`config.mk`:
```
export PLATFORM = sky130hd
export DESIGN_NAME = hazard_scoreboard_flat
export DESIGN_NICKNAME = d
export VERILOG_FILES = /design/src/rtl/hazard_scoreboard_pkg.sv /design/src/rtl/hazard_scoreboard_if.sv /design/src/rtl/hazard_scoreboard_cmp.sv /design/src/rtl/hazard_scoreboard.sv /design/src/flat_wrapper.sv
export SDC_FILE = /design/constraint.sdc
export NUM_CORES = 1
export LEC_CHECK = 0
export ABC_AREA = 1
export CORE_MARGIN = 2
export CORE_UTILIZATION = 40
export CTS_CLUSTER_DIAMETER = 100
export DETAILED_ROUTE_END_ITERATION = 7
export DONT_BUFFER_PORTS = 1
export PLACE_DENSITY = 0.63
export REMOVE_ABC_BUFFERS = 1
export SETUP_SLACK_MARGIN = 0.4
export SLEW_MARGIN = 30
export SYNTH_ARGS = -nofsm -noshare
export SYNTH_HDL_FRONTEND = slang
export SYNTH_HIERARCHICAL = 1
export SYNTH_SLANG_ARGS = --single-unit
```
`constraint.sdc`:
```
create_clock -name clk_x70 -period 2.2 [get_ports clk_x70]
set_input_delay 0.22 -clock clk_x70 [delete_from_list [all_inputs] [get_ports clk_x70]]
set_output_delay 0.22 -clock clk_x70 [all_outputs]
set_load 0.02 [all_outputs]
```
`src/rtl/hazard_scoreboard_pkg.sv`:
```
// Shared types for the hazard scoreboard: in-flight tag slots and EX operand-select codes.
package hazard_pkg;

  localparam int HAZ_AW = 5;
  localparam logic [HAZ_AW-1:0] R0 = '0;

  typedef struct packed {
    logic              valid;
    logic [HAZ_AW-1:0] dest;
    logic              load;
  } tag_t;

  typedef enum logic [1:0] {
    FWD_RF  = 2'd0,
    FWD_MEM = 2'd1,
    FWD_WB  = 2'd2,
    FWD_TAP = 2'd3
  } fwd_sel_e;

  // match is {ex, mem, wb}; the youngest producer wins
  function automatic fwd_sel_e pickFwd(input logic [2:0] match);
    fwd_sel_e sel;
    sel = FWD_RF;
    if (match[2])      sel = FWD_MEM;
    else if (match[1]) sel = FWD_WB;
    else if (match[0]) sel = FWD_TAP;
    return sel;
  endfunction

endpackage

```
`src/rtl/hazard_scoreboard_if.sv`:
```
// ID-stage issue request and scheduler response bundle between decode and the hazard scoreboard.
interface hazard_scoreboard_if #(
  parameter int AW       = hazard_pkg::HAZ_AW,
  parameter int STALL_CW = 16
);

  logic                id_valid_x70;
  logic [AW-1:0]       id_src1_x70;
  logic [AW-1:0]       id_src2_x70;
  logic                id_src2_used_x70;
  logic [AW-1:0]       id_dest_x70;
  logic                id_wr_x70;
  logic                id_load_x70;
  logic                flush_x70;
  logic                stall_x70;
  logic [1:0]          fwd_sel_a_x70;
  logic [1:0]          fwd_sel_b_x70;
  logic [STALL_CW-1:0] stall_count_x70;

  modport master (
    output id_valid_x70, id_src1_x70, id_src2_x70, id_src2_used_x70,
           id_dest_x70, id_wr_x70, id_load_x70, flush_x70,
    input  stall_x70, fwd_sel_a_x70, fwd_sel_b_x70, stall_count_x70
  );

  modport slave (
    input  id_valid_x70, id_src1_x70, id_src2_x70, id_src2_used_x70,
           id_dest_x70, id_wr_x70, id_load_x70, flush_x70,
    output stall_x70, fwd_sel_a_x70, fwd_sel_b_x70, stall_count_x70
  );

endinterface

```
`src/rtl/hazard_scoreboard_cmp.sv`:
```
// Compares one source register against the ex/mem/wb tag slots; R0 never matches.
module hazard_cmp
  import hazard_pkg::*;
(
  input  logic [HAZ_AW-1:0] src_i,
  input  tag_t              ex_i,
  input  tag_t              mem_i,
  input  tag_t              wb_i,
  output logic [2:0]        match_o
);

  logic srcLive;

  assign srcLive = (src_i != R0);

  assign match_o = {srcLive & ex_i.valid  & (ex_i.dest  == src_i),
                    srcLive & mem_i.valid & (mem_i.dest == src_i),
                    srcLive & wb_i.valid  & (wb_i.dest  == src_i)};

endmodule

```
`src/rtl/hazard_scoreboard.sv`:
```
// Issue/stall and EX forwarding scheduler for the 5-stage pipeline.
// Define HAZ_FWD_EN for forwarding (load-use interlock only); otherwise stall until the producer leaves WB.
module hazard_scoreboard
  import hazard_pkg::*;
#(
  parameter int AW       = HAZ_AW,
  parameter int STALL_CW = 16
) (
  input  logic                clk_x70,
  input  logic                rst_n_x70,
  hazard_scoreboard_if.slave  bus
);

  tag_t                exTag_q, memTag_q, wbTag_q;
  tag_t                exTag_d;
  fwd_sel_e            fwdA_q, fwdB_q, fwdA_d, fwdB_d;
  logic [STALL_CW-1:0] stallCount_q, stallCount_d;
  logic [AW-1:0]       idSrc1, idSrc2;
  logic [2:0]          matchA, matchB, matchBRaw;
  logic                hazard, stall, issue;
  logic                unusedLoadBits;

  assign idSrc1 = bus.id_src1_x70;
  assign idSrc2 = bus.id_src2_x70;

  hazard_cmp cmpA (
    .src_i   (idSrc1),
    .ex_i    (exTag_q),
    .mem_i   (memTag_q),
    .wb_i    (wbTag_q),
    .match_o (matchA)
  );

  hazard_cmp cmpB (
    .src_i   (idSrc2),
    .ex_i    (exTag_q),
    .mem_i   (memTag_q),
    .wb_i    (wbTag_q),
    .match_o (matchBRaw)
  );

  // An immediate operand B can never create a dependency
  assign matchB = bus.id_src2_used_x70 ? matchBRaw : 3'b000;

`ifdef HAZ_FWD_EN
  assign hazard = exTag_q.load & (matchA[2] | matchB[2]);
`else
  assign hazard = |(matchA | matchB);
`endif

  // Flush dominates: the ID instruction is dead, so it neither stalls nor issues
  assign stall = bus.id_valid_x70 & ~bus.flush_x70 & hazard;
  assign issue = bus.id_valid_x70 & ~bus.flush_x70 & ~stall;

  // The load flag is only consulted while the producer sits in EX
  assign unusedLoadBits = ^{exTag_q.load, memTag_q.load, wbTag_q.load};

  always_comb begin
    exTag_d      = '0;
    fwdA_d       = FWD_RF;
    fwdB_d       = FWD_RF;
    stallCount_d = stallCount_q;
    if (issue) begin
      exTag_d.valid = bus.id_wr_x70 & (bus.id_dest_x70 != R0);
      exTag_d.dest  = bus.id_dest_x70;
      exTag_d.load  = bus.id_load_x70;
`ifdef HAZ_FWD_EN
      fwdA_d = pickFwd(matchA);
      fwdB_d = pickFwd(matchB);
`endif
    end
    if (stall && (stallCount_q != '1)) begin
      stallCount_d = stallCount_q + 1'b1;
    end
  end

  always_ff @(posedge clk_x70 or negedge rst_n_x70) begin
    if (!rst_n_x70) begin
      exTag_q      <= '0;
      memTag_q     <= '0;
      wbTag_q      <= '0;
      fwdA_q       <= FWD_RF;
      fwdB_q       <= FWD_RF;
      stallCount_q <= '0;
    end else begin
      exTag_q      <= exTag_d;
      memTag_q     <= exTag_q;
      wbTag_q      <= memTag_q;
      fwdA_q       <= fwdA_d;
      fwdB_q       <= fwdB_d;
      stallCount_q <= stallCount_d;
    end
  end

  assign bus.stall_x70       = stall;
  assign bus.fwd_sel_a_x70   = fwdA_q;
  assign bus.fwd_sel_b_x70   = fwdB_q;
  assign bus.stall_count_x70 = stallCount_q;

endmodule
```
`src/flat_wrapper.sv`:
```
// flat-port wrapper written by rule: the top's interface ports become plain ports
module hazard_scoreboard_flat import hazard_pkg::*;
#(
  parameter int AW       = HAZ_AW,
  parameter int STALL_CW = 16
)
  (clk_x70, rst_n_x70, bus_id_valid_x70, bus_id_src1_x70, bus_id_src2_x70, bus_id_src2_used_x70, bus_id_dest_x70, bus_id_wr_x70, bus_id_load_x70, bus_flush_x70, bus_stall_x70, bus_fwd_sel_a_x70, bus_fwd_sel_b_x70, bus_stall_count_x70);
  hazard_scoreboard_if #(.AW(AW), .STALL_CW(STALL_CW)) bus_i ();
  input  logic clk_x70;
  input  logic rst_n_x70;
  input wire logic [$bits(bus_i.id_valid_x70)-1:0] bus_id_valid_x70;
  input wire logic [$bits(bus_i.id_src1_x70)-1:0] bus_id_src1_x70;
  input wire logic [$bits(bus_i.id_src2_x70)-1:0] bus_id_src2_x70;
  input wire logic [$bits(bus_i.id_src2_used_x70)-1:0] bus_id_src2_used_x70;
  input wire logic [$bits(bus_i.id_dest_x70)-1:0] bus_id_dest_x70;
  input wire logic [$bits(bus_i.id_wr_x70)-1:0] bus_id_wr_x70;
  input wire logic [$bits(bus_i.id_load_x70)-1:0] bus_id_load_x70;
  input wire logic [$bits(bus_i.flush_x70)-1:0] bus_flush_x70;
  output wire logic [$bits(bus_i.stall_x70)-1:0] bus_stall_x70;
  output wire logic [$bits(bus_i.fwd_sel_a_x70)-1:0] bus_fwd_sel_a_x70;
  output wire logic [$bits(bus_i.fwd_sel_b_x70)-1:0] bus_fwd_sel_b_x70;
  output wire logic [$bits(bus_i.stall_count_x70)-1:0] bus_stall_count_x70;
  assign bus_i.id_valid_x70 = bus_id_valid_x70;
  assign bus_i.id_src1_x70 = bus_id_src1_x70;
  assign bus_i.id_src2_x70 = bus_id_src2_x70;
  assign bus_i.id_src2_used_x70 = bus_id_src2_used_x70;
  assign bus_i.id_dest_x70 = bus_id_dest_x70;
  assign bus_i.id_wr_x70 = bus_id_wr_x70;
  assign bus_i.id_load_x70 = bus_id_load_x70;
  assign bus_i.flush_x70 = bus_flush_x70;
  assign bus_stall_x70 = bus_i.stall_x70;
  assign bus_fwd_sel_a_x70 = bus_i.fwd_sel_a_x70;
  assign bus_fwd_sel_b_x70 = bus_i.fwd_sel_b_x70;
  assign bus_stall_count_x70 = bus_i.stall_count_x70;
  hazard_scoreboard #(.AW(AW), .STALL_CW(STALL_CW)) u_core (.clk_x70(clk_x70), .rst_n_x70(rst_n_x70), .bus(bus_i));
endmodule
```
Yosys cells after proc, flatten, opt, wreduce, memory -nomap -nowiden --
Index checks and enable logic that the tools add are counted.
Storage, ports and cells: memories kept 0, bits in read-only memories 0, word-level logic and storage cells 41, input bits 22, RAM bits 0, bits in latches 0, output and inout bits 21, flip-flop bits (word level) 34
Operators by class: divide/modulo/power cells 0, shift-type cells 0, mux-type cells 2, $lt $le $gt $ge 0, $add $sub $neg 1, multiply operators 0, bitwise gates (word level) 19, equal/unequal tests 7, reduce and logical (&&, ||, !) cells 5
Operators by type and width (number):
- $eq A5 B5 Y1 | 6
- $add A16 B1 Y16 const B | 1
- $and A1 B1 Y1 | 16
- $ne A16 B16 Y1 const B | 1
- $reduce_bool A5 Y1 | 3
- $mux W7 | 1
- $mux W3 | 1
- $or A3 B3 Y3 | 1
- $reduce_or A3 Y1 | 1
- $not A1 Y1 | 2
- $logic_and A1 B1 Y1 | 1

Longest topological paths before layout --
depth after elaboration 10, gate-level depth with buffers 15, depth with buffers taken out 14

Hierarchy --
Netlist, hierarchy kept.
By module, submodules not included:
- hazard_scoreboard | times used 1, area an instance 1714.1 um^2, cells an instance 197, sequential area each 925.9 um^2
- hazard_cmp | times used 2, area an instance 330.3 um^2, cells an instance 85, sequential area each 0.0 um^2

Worst setup path after synthesis --
Ideal clock, no wire load.
kind register -> output, start register u_core/wbTag_q[1] in the netlist's numbering, end output bus_stall_x70, cell stages (with the launch flop) 12, path buffers 1, path slack 0.568 ns, data required time 1.980 ns, arrival 1.412 ns, cells stage by stage dfrtp_1 inv_1 nand2_1 nand2_1 nor2_2 nand2_1 nor2_1 nor3_2 nand2_1 nand2_1 clkbuf_2 inv_1
Between the ends: elaborated cells on any way between the ends 8, classes of those cells eq/ne: 2; mux: 1; bitwise: 4; reduce/logical: 1
RTL lines:
- from (decl) | RTL line hazard_scoreboard.sv:14 | tag_t exTag_q, memTag_q, wbTag_q;
- from (signal assigned) | RTL line hazard_scoreboard.sv:88 | wbTag_q <= memTag_q;
- $eq A5 B5 Y1 | RTL line hazard_scoreboard_cmp.sv:18 | srcLive & wb_i.valid & (wb_i.dest == src_i)};
- $and A1 B1 Y1 | RTL line hazard_scoreboard_cmp.sv:18
- net u_core.matchA[0] | RTL line hazard_scoreboard.sv:19 | logic [2:0] matchA, matchB, matchBRaw;
- $or A3 B3 Y3 | RTL line hazard_scoreboard.sv:48 | assign hazard = |(matchA | matchB);
- $reduce_or A3 Y1 | RTL line hazard_scoreboard.sv:48
- $and A1 B1 Y1 | RTL line hazard_scoreboard.sv:52 | assign stall = bus.id_valid_x70 & ~bus.flush_x70 & hazard;
- to (decl) | RTL line flat_wrapper.sv:19 | output wire logic [$bits(bus_i.stall_x70)-1:0] bus_stall_x70;
The timed path passes the listed nets, and every way through them passes these cells.

Worst setup path in the final report --
start register u_core/wbTag_q[3] in the netlist's numbering, end output bus_stall_x70
The elaborated chain is that of the path after synthesis.

==> results.ini <==
[worst_setup_path]
arrival_ns = 1.65
path_buf_inv = 3
start_kind = flip-flop
cpMostUsedCell = nand2_1
cp_data_required_time_ns = 1.98
slowest_delay_ns = 0.40
crit_type = reg2out
critPathSlowestCell = dfrtp_1
crit_path_end_kind = output port
cp_cell_sequence = buf_4 -> nand2_1 -> nand2_1 -> nor2_1 -> nand2_1 -> nor2_1 -> nor3_2 -> nand2_1 -> nand2_2 -> buf_6 -> inv_6
cp_top_family = simple AND/OR/NAND/NOR gates
path_max_fanout = 3

[clocking]
cts_tree = yes
cts_buffer_depth = 2
cts_buffers = 5
clkTransAtPathRegs_ns = 0.08
cts_root_buf = clkbuf_8
clkLatencyLatePin_ns = 0.29
htree_levels = 2
cts.sinks = 34

[final_layout]
fill_cells = 596
layout_commonest_cell = nand2_1
multiInputGateArea_sq_mm = 0.00120
final_layout_size_suffix_gt1_share_pct = 14.9
layout_common_cells = nand2_1 (158), inv_1 (46), nor2_1 (43), dfrtp_1 (30)
diodes = 0
regArea_sq_um = 856
syn_to_final_growth_pct = 12.9
fin_nets = 399
stdcell_count = 449

[pwr]
power_leakage_uw = 0.00140
cellPowerDensity_mw_per_mm2 = 536
peakVddDrop_uv = 410
total_power_uw = 1390

[placed_design]
numPlacedInstances = 433
gp_congestion = 0.763
preCtsSetupSlack_ns = 0.383
io_buffer_count = 0
dp_hpwl_um = 3740

[global_route]
grt_first_pass_wirelength_um = 8830
grt_use_met1_pct = 22.7
grt_start_max_net_pins = 35
track_usage_pct = 18.0
grt.busiest_layer = met2
first_global_vias = 1897
grtUsageMet2_pct = 28.4
antenna_found_initial = 0
use_met3_pct = 6.45
grt_overflow = 0

[floorplanning]
core_area_sq_mm = 0.00551
die_w_um = 79.7
dieArea_sq_mm = 0.00635
initial_core_util_pct = 41.6
num_io_pins = 43
rows = 27
die_h_um = 79.7

[run]
drv_cap = 0

[run_status]
outcome = finished, final reports clean

[routing]
drtPass1Iterations = 5
ant_nets = 0
post_drt_wl_per_cell_um = 11.4
dr.first_iter.drc_count = 89
finalWirelength_um = 5130
dr_total_vias = 2053
drc = 0
viasPerCell = 4.57

[sta]
finalWorstSetupSlack_ns = 0.325
slew_viol_final = 0
rsz0062_at_grt = yes
setup_violations = 0
max_freq_mhz = 533
finalHoldViolations = 0
fin_crit_sh_pct = 85.2
fin_skew_ns = 0.00914
tns_ns = 0
holdWs_ns = 0.0206
layout_min_cycle_time_ns = 1.87

[synth]
synthCells = 362
syn_avg_cell_area_sq_um = 6.33
netlist_area_sq_mm = 0.00229
yosys_warnings = 6

[hold_path]
holdCritPathClass = in2reg

-- worst reg2reg max path: stages (launching register included) --
cell and delay [ns]:
dfrtp_1 0.40, buf_4 0.14, nand2_1 0.06, nand2_1 0.05
nor2_1 0.11, nand2_1 0.07, nor2_1 0.13, nor3_2 0.07
nand2_1 0.08, nand2_2 0.06, buf_4 0.15, nor2_4 0.15
buf_6 0.14, nand2_1 0.05, nand2_1 0.06
-- stage by stage --
step | util, % | instance area, sq um
finish | 47.0 | 2590
detailed placement | 42.8 | 2360
CTS | 46.4 | 2550
global placement | 42.8 | 2360
floorplan | - | 2250
global route | 47.0 | 2590
-- report_power, final --
part / internal, uW / switching [uW]
clock network: 337 / 245
registers: 646 / 31.8
logic: 48.0 / 80.7
-- sequential cells by signal (all words and copies together), names as in the netlist --
signal	flops
u_core/wbTag_q	6
u_core/memTag_q	6
u_core/bus.stall_count_x70	16
u_core/exTag_q	6
-- routing by layer --
metal  vias to the layer above  share of wire [%]
li1                       1097                  -
met1                       905                 45
met2                        43                 47
met3                         8                6.8
met4                         0                1.5
met5                         -                  0
-- repair_timing --
item | 4_1_cts | 5_1_grt
resized for setup | 8 | 19
hold buffers | 2 | 0
endpoints found under the hold margin | 34 | 0
setup endpoints to repair | 12 | 17
pin swaps | 5 | 8
buffers inserted | 5 | 1
-- final cells by class --
class	count	share of cell area, %
well taps	72	3.48
inverters	56	8.31
repair buffers	11	4.49
flip-flops and latches	34	33.1
clock buffers	5	2.66
clock inverters	3	1.74
multi-input cells	268	46.3
-- worst paths after layout --
path                                    start  slack (ns)  cells after the start                             to
max                         u_core/wbTag_q[3]        0.33                     11                  bus_stall_x70
min                        bus_id_dest_x70[4]        0.02                      2              u_core/exTag_q[5]
max reg2reg                 u_core/wbTag_q[3]        0.41                     14  u_core/bus.stall_count_x70[2]
min reg2reg                 u_core/exTag_q[6]        0.43                      0             u_core/memTag_q[6]
max in group asynchronous           rst_n_x70        1.63                      2              u_core/exTag_q[1]
min in group asynchronous           rst_n_x70        0.38                      2             u_core/memTag_q[5]
(Power assumes the default switching activity.)
